File: src/rtl/frame_update_scheduler.sv
// frame_update_scheduler: on each VSYNC falling edge, runs an ordered chain of
// game-state update steps through a start/done handshake during vertical
// blanking. Each step has a timeout. Overrun and timeout events are latched in
// sticky flags.
module frame_update_scheduler #(
  parameter int unsigned N_STEPS      = 4,
  parameter int unsigned FRAME_DIV    = 1,
  parameter int unsigned STEP_TIMEOUT = 4096,
  parameter int unsigned FC_W         = 16
) (
  input  logic               clock,
  input  logic               reset,
  input  logic               vga_vs,
  input  logic               active,
  input  logic               pause,
  input  logic               clear_err,
  input  logic [N_STEPS-1:0] step_done,
  output logic [N_STEPS-1:0] step_start,
  output logic [N_STEPS-1:0] step_busy,
  output logic               busy,
  output logic               frame_tick,
  output logic [FC_W-1:0]    frame_count,
  output logic               overrun,
  output logic               timeout_err
);

  localparam int unsigned IdxW = (N_STEPS > 1) ? $clog2(N_STEPS) : 1;
  localparam int unsigned DivW = (FRAME_DIV > 1) ? $clog2(FRAME_DIV) : 1;
  localparam int unsigned TmrW = $clog2(STEP_TIMEOUT) + 1;

  localparam logic [IdxW-1:0] LastIdx = IdxW'(N_STEPS - 1);
  localparam logic [DivW-1:0] LastDiv = DivW'(FRAME_DIV - 1);
  localparam logic [TmrW-1:0] LastTmr = TmrW'(STEP_TIMEOUT - 1);

  typedef enum logic [1:0] {StIdle, StIssue, StWait} state_e;

  state_e          state_q, state_d;
  logic [IdxW-1:0] idx_q, idx_d;
  logic [TmrW-1:0] timer_q, timer_d;
  logic [DivW-1:0] div_cnt_q;
  logic            vs_q;  // vga_vs from the previous cycle
  logic            frame_tick_q;
  logic [FC_W-1:0] frame_count_q;
  logic            overrun_q, timeout_err_q;

  logic fall, launch, tmo_hit, ovr_set;

  assign fall    = vs_q & ~vga_vs;
  assign launch  = fall & ~pause & (div_cnt_q == '0);
  assign busy    = (state_q != StIdle);
  // A frame edge or the visible area reached while a sequence is running.
  assign ovr_set = busy & (fall | active);

  assign frame_tick  = frame_tick_q;
  assign frame_count = frame_count_q;
  assign overrun     = overrun_q;
  assign timeout_err = timeout_err_q;

  // Frame detection, frame counter and launch divider
  always_ff @(posedge clock) begin
    if (!reset) begin
      vs_q          <= 1'b1;
      frame_tick_q  <= 1'b0;
      frame_count_q <= '0;
      div_cnt_q     <= '0;
    end else begin
      vs_q         <= vga_vs;
      frame_tick_q <= fall;
      if (fall) begin
        frame_count_q <= frame_count_q + FC_W'(1);
      end
      // The divider keeps counting even when a busy sequence drops the launch.
      if (fall && !pause) begin
        div_cnt_q <= (div_cnt_q == LastDiv) ? '0 : div_cnt_q + DivW'(1);
      end
    end
  end

  // Sequencer state register
  always_ff @(posedge clock) begin
    if (!reset) begin
      state_q <= StIdle;
      idx_q   <= '0;
      timer_q <= '0;
    end else begin
      state_q <= state_d;
      idx_q   <= idx_d;
      timer_q <= timer_d;
    end
  end

  // Sequencer next state: issue a step, wait for done or timeout, then advance
  always_comb begin
    state_d = state_q;
    idx_d   = idx_q;
    timer_d = timer_q;
    tmo_hit = 1'b0;
    unique case (state_q)
      StIdle: begin
        if (launch) begin
          state_d = StIssue;
          idx_d   = '0;
        end
      end
      StIssue: begin
        state_d = StWait;
        timer_d = '0;
      end
      StWait: begin
        timer_d = timer_q + TmrW'(1);
        if (step_done[idx_q] || (timer_q == LastTmr)) begin
          tmo_hit = ~step_done[idx_q];
          if (idx_q == LastIdx) begin
            state_d = StIdle;
          end else begin
            idx_d   = idx_q + IdxW'(1);
            state_d = StIssue;
          end
        end
      end
      default: state_d = StIdle;
    endcase
  end

  // Sticky error flags; a set event in the same cycle as clear_err wins
  always_ff @(posedge clock) begin
    if (!reset) begin
      overrun_q     <= 1'b0;
      timeout_err_q <= 1'b0;
    end else begin
      overrun_q     <= ovr_set | (overrun_q & ~clear_err);
      timeout_err_q <= tmo_hit | (timeout_err_q & ~clear_err);
    end
  end

  // One-hot step outputs decoded from the sequencer state
  always_comb begin
    step_start = '0;
    step_busy  = '0;
    if (state_q == StIssue) begin
      step_start[idx_q] = 1'b1;
    end
    if (state_q == StWait) begin
      step_busy[idx_q] = 1'b1;
    end
  end

endmodule

File: config.mk
export PLATFORM = sky130hd
export DESIGN_NAME = frame_update_scheduler
export DESIGN_NICKNAME = d
export VERILOG_FILES = /design/src/rtl/frame_update_scheduler.sv
export SDC_FILE = /design/constraint.sdc
export NUM_CORES = 1
export LEC_CHECK = 0
export CORE_UTILIZATION = 46
export CTS_CLUSTER_SIZE = 14
export DETAILED_ROUTE_END_ITERATION = 10
export PLACE_DENSITY_LB_ADDON = 0.1
export SLEW_MARGIN = 20
export SYNTH_ARGS = -nofsm -noshare
export SYNTH_HDL_FRONTEND = slang
export SYNTH_SLANG_ARGS = --single-unit
export TNS_END_PERCENT = 10
File: constraint.sdc
create_clock -name clock -period 1.8 [get_ports clock]
set_clock_uncertainty 0.2 [all_clocks]
set_input_delay 0.36 -clock clock [delete_from_list [all_inputs] [get_ports clock]]
set_output_delay 0.36 -clock clock [all_outputs]
set_load 0.02 [all_outputs]
# Word level (Yosys, flattened, before mapping)
# Cells that the tools add are included.
[totals] register_bits=38 input_bits=10 out_inout_bits=28 word_cells=64
[classes] addsub=4 n_lt_le_gt_ge=2 eq_ne=7 n_mux=18 bitwise=14 reduce_logical=10
[op_table] cell="13-bit case mux with 2 select lines" n=1
[op_table] cell="16-bit by 1-bit adder with 16-bit output (second input constant)" n=1
[op_table] cell="13-bit by 1-bit adder with 13-bit output (second input constant)" n=1
[op_table] cell="13-bit by 12-bit == test with 1-bit output (second input constant)" n=1
[op_table] cell="2-bit two-way mux" n=5
[op_table] cell="4-bit two-way mux" n=2
[op_table] cell="1-bit bitwise AND" n=6
[op_table] cell="1-bit two-way mux" n=6
[op_table] cell="2-bit inequality test (second input constant)" n=3
[op_table] cell="2-bit case mux with 3 select lines" n=1
[op_table] cell="2-bit nonzero test" n=3
[op_table] cell="1-bit NOT" n=5
[op_table] cell="2-bit == test (second input constant)" n=2
[op_table] cell="2-bit case mux with 2 select lines" n=1
[op_table] cell="4-bit AND reduction" n=1
[op_table] cell="2-bit by 3-bit less-than comparator with 1-bit output (second input constant)" n=1
[op_table] cell="1-bit OR" n=3
[op_table] cell="2-bit by 1-bit adder with 2-bit output (second input constant)" n=1
[op_table] cell="1-bit binary-select mux with 2-bit select" n=1
[op_table] cell="1-bit demux with 2-bit select" n=1
[op_table] cell="2-bit by 1-bit == test with 1-bit output (second input constant)" n=1
[op_table] cell="2-bit by 1-bit greater-or-equal comparator with 1-bit output (second input constant)" n=1
[op_table] cell="1-bit logical AND" n=2
[op_table] cell="2-bit logical NOT" n=1
[op_table] cell="other kinds (4)" n=4

# Depth between registers and ports, before layout
[depth] depth_word=6 ltp_mapped=7 depth_no_buf=7

# Worst setup path after synthesis
# No wires, ideal clock.
[synth_timing] kind="reg2reg" start="register frame_count_q[3] (netlist: frame_count[3])" end="register frame_count_q[12] (netlist: frame_count[12])" setup_time_ns=0.115 t_arrival_ns=1.475 t_required_ns=1.485 setup_slack_ns=0.010 path_stages_with_launch=7 n_path_buf=1 synth_period_minus_slack_ns=1.790 path_cell_list="dfxtp_1 > and4_4 > and4_1 > buf_4 > nand4_1 > xnor2_1 > and2_1"
[synth_between] elab_chain_len=1
[synth_rtl] item="from (decl)" line="43" text="logic [FC_W-1:0] frame_count_q;"
[synth_rtl] item="from (signal assigned)" line="70" text="frame_count_q <= frame_count_q + FC_W'(1);"
[synth_rtl] item="16-bit by 1-bit adder with 16-bit output" line="70"
# No other way between the ends.
# A chain may end at the register's enable or synchronous reset.

# Worst setup path after layout
[layout_timing] start="register state_q[0]" end="register timer_q[6]"
[layout_between] elab_chain_len=2 word_cells_on_any_way=4 classes_between="eq/ne (2); mux (1); reduce/logical (1)"
[layout_rtl] item="from (decl)" line="37" text="state_e state_q, state_d;"
[layout_rtl] item="from (signal assigned)" line="82" text="state_q <= StIdle;"
[layout_rtl] item="from (signal assigned)" line="86" text="state_q <= state_d;"
[layout_rtl] item="2-bit == test or 2-bit by 1-bit == test with 1-bit output (tied branches)" line="98" text="unique case (state_q)"
[layout_rtl] item="13-bit case mux with 2 select lines or 2-bit nonzero test (tied branches)"
[layout_rtl] item="to (signal assigned)" line="88" text="timer_q <= timer_d;"
[layout_rtl] item="to (decl)" line="39" text="logic [TmrW-1:0] timer_q, timer_d;"
# Several ways; a longest one is shown, not always the timed one.

==> results.toml <==
[outcome]
run_status = "finished with violations"
violations = "negative setup slack"

[power_and_ir_drop]
p_sw_frac = 0.3050
ir_worst_vdd_mv = 0.8835
power.leakage_nw = 1.156
seq_power_share = 0.427
power.density_mw_per_mm2 = 836.5
power.total_mw = 2.096
power_frac_comb = 0.324
p_sw_mw = 0.6395
p_int_mw = 1.457
power_frac_clock = 0.249

[hold_path]
min_path_type = "reg -> reg"

[clock_network]
clock_path_buffers = 2
htree_levels = 2
cts-buffers-inserted = 5
postCtsSetupBuffers = 0
clkLatencyLatePin_ns = 0.28
cts.sinks = 37
hold_buffers = 0
clkSlewWorstSetupHoldPaths_ns = 0.07
cts_tree = "built"
cts_root_buffer = "clkbuf_8"

[grt]
gr-total-overflow = 0
antenna_found_initial = 0
grt_usage = 0.1787
grt_max_degree = 21
grt_pass1_wl_um = 5885
grt_pass1_vias = 1405

[timing]
max_freq_mhz = 551.0
finalSetupViolCount = 3
min_period_over_period = 1.008
rsz0062_at_grt = "true"
hold_viol_final = 0
layout_min_cycle_time_ns = 1.815
tightest_slew_ns = 0.3125
slew_violations = 0
worst_slew_margin_rel = 0.7901
worst_slack_ns = -0.01499

[critical_path]
path_max_fanout = 7
critPathLaunchType = "flop"
end_kind = "flop"
criticalPathCategory = "reg -> reg"
arrival_ns = 1.83
required_ns = 1.82

[place]
placed_area_mm2 = 0.002444
place_congestion = 0.7442
io_buffers = 37
hpwl_um = 2681

[floorplan]
core_area_mm2 = 0.003771
start_util = 0.4930
num_rows = 22
io_pins = 38
die_w_um = 65.58
die-area_mm2 = 0.004300
die_y_um = 65.58

[job]
drv_cap = 0

[synth]
ys.flop_type = "dfxtp_1"
synth_edf_count = 0
yosysWarnings = 0
ys_async_sr_fraction = 0
avgSynthCellArea_um2 = 8.939
synth_cell_types = 33
ys_seq_area_frac = 0.3984
syn_nets = 228
synth_seq_cells = 37
syn_inst = 208
synth.cell_area_mm2 = 0.001859

[layout]
layout.core_utilization = 0.6646
drive_above_1_share = 0.2164
fin_nets = 289
insertedDiodeCount = 0
areaGrowthSynthToFinish_pct = 34.79
final_cell_area_mm2 = 0.002506

[routing]
vias = 1507
wire_per_inst_um = 11.43
ant_nets = 0
drt_first_pass_iters = 4
drc = 0
drtIter0Drc = 43
vias_per_cell = 4.769
wirelength_um = 3611
## through the flow
stage	hold WS [ns]	worst slack, ns	cells	setup TNS, ns
after floorplan	0.2588	0.009959	208	0
after global placement	0.2726	-0.2517	310	-4.244
after detailed placement	0.2809	-0.2738	310	-4.866
after CTS	0.2918	-0.05720	316	-0.1236
after global routing	0.3172	-0.07959	316	-0.8471
final	0.2904	-0.01499	316	-0.02949
## synth_stat cells (2+ instances only)
library cell / instances / area, um^2
nor2_1: 11 / 41.29
a21boi_0: 3 / 22.52
and2_1: 26 / 162.7
inv_1: 11 / 41.29
and4_1: 3 / 26.28
xor2_1: 8 / 70.07
buf_2: 3 / 15.01
nand4_1: 9 / 56.30
dfxtp_1: 37 / 740.7
ha_1: 10 / 125.1
nor2b_1: 5 / 31.28
o21ai_0: 5 / 25.02
nand2_1: 19 / 71.32
nand2b_1: 2 / 12.51
or3_1: 2 / 12.51
and4_4: 2 / 22.52
mux2i_1: 5 / 50.05
nand3_1: 10 / 50.05
and3_1: 2 / 12.51
clkbuf_1: 5 / 18.77
a21oi_1: 3 / 15.01
xnor2_1: 16 / 140.1
## final cells by class
| cell class | count | area [um^2] |
|---|---|---|
| multi-input cells | 151 | 1062 |
| inverters | 11 | 41.29 |
| well taps | 48 | 60.06 |
| repair buffers | 63 | 518.0 |
| fillers | 326 | 1265 |
| flip-flops and latches | 37 | 750.7 |
| clock buffers | 5 | 68.82 |
| clock inverters | 1 | 5.005 |
## layout by cell type, fill, tap and decap left out, types with 2 or more instances in the layout
cell type	n
dfxtp_1	33
buf_4	28
and2_1	26
nand2_1	19
xnor2_1	16
dlygate4sd2_1	14
inv_1	10
nor2_1	10
nand3_1	10
clkdlybuf4s50_1	10
nand4_1	9
xor2_1	8
ha_1	8
buf_2	7
o21ai_0	5
nor2b_1	5
mux2i_1	5
clkbuf_8	5
dlymetal6s2s_1	4
a21oi_1	3
a21boi_0	3
and4_1	2
or3_1	2
nand2b_1	2
and4_4	2
dfxtp_4	2
dfxtp_2	2
## power by group through the flow
stage | registers (mW) | logic (mW) | clock network (mW)
final | 0.896 | 0.679 | 0.522
after global routing | 0.899 | 0.738 | 0.576
after CTS | 0.886 | 0.673 | 0.537
after detailed placement | 0.898 | 0.696 | 0
after global placement | 0.898 | 0.690 | 0
after floorplan | 0.910 | 0.343 | 0
## critical path: stages, from the launching register on
cell and delay, ns:
dfxtp_4 0.37, inv_1 0.06, ha_1 0.37, nand4_1 0.10, buf_4 0.17, or3_1 0.34, a21oi_1 0.13
## worst paths after layout
kind	startpoint	end	slack (ns)	depth (start not counted)
max	state_q[0]	timer_q[6]	-0.01	6
min	timer_q[10]	timer_q[10]	0.29	2
max reg2reg	state_q[0]	timer_q[6]	-0.01	6
min reg2reg	timer_q[10]	timer_q[10]	0.29	2
## cell families after synthesis
kind of cell,share of synthesized area
and+or+nand+nor,0.2894
adders and majority gates,0.06729
xor gates and xnor gates,0.1131
buffers and inverters,0.04441
muxes,0.03499
DFF,0.3984
AOI/OAI and AO/OA,0.05248
## state kept, by name, summed over array words and instances (netlist names)
signal,cells
frame_tick,1
overrun,1
idx_q,2
timeout_err,1
timer_q,13
state_q,2
frame_count,16
vs_q,1
## layer usage
metal,up-vias,track usage,part of all wire
met5,-,0,0
li1,799,-,-
met3,6,0.03646,0.025
met4,0,0.08152,0.017
met2,22,0.2912,0.46
met1,680,0.2247,0.50
## repair_timing
action,4_1_cts,5_1_grt
pin swaps,0,1
gates resized for setup,59,11
endpoints found under the setup margin,34,29
cloned,0,0
Note: power is estimated with default switching activity, not from simulation.
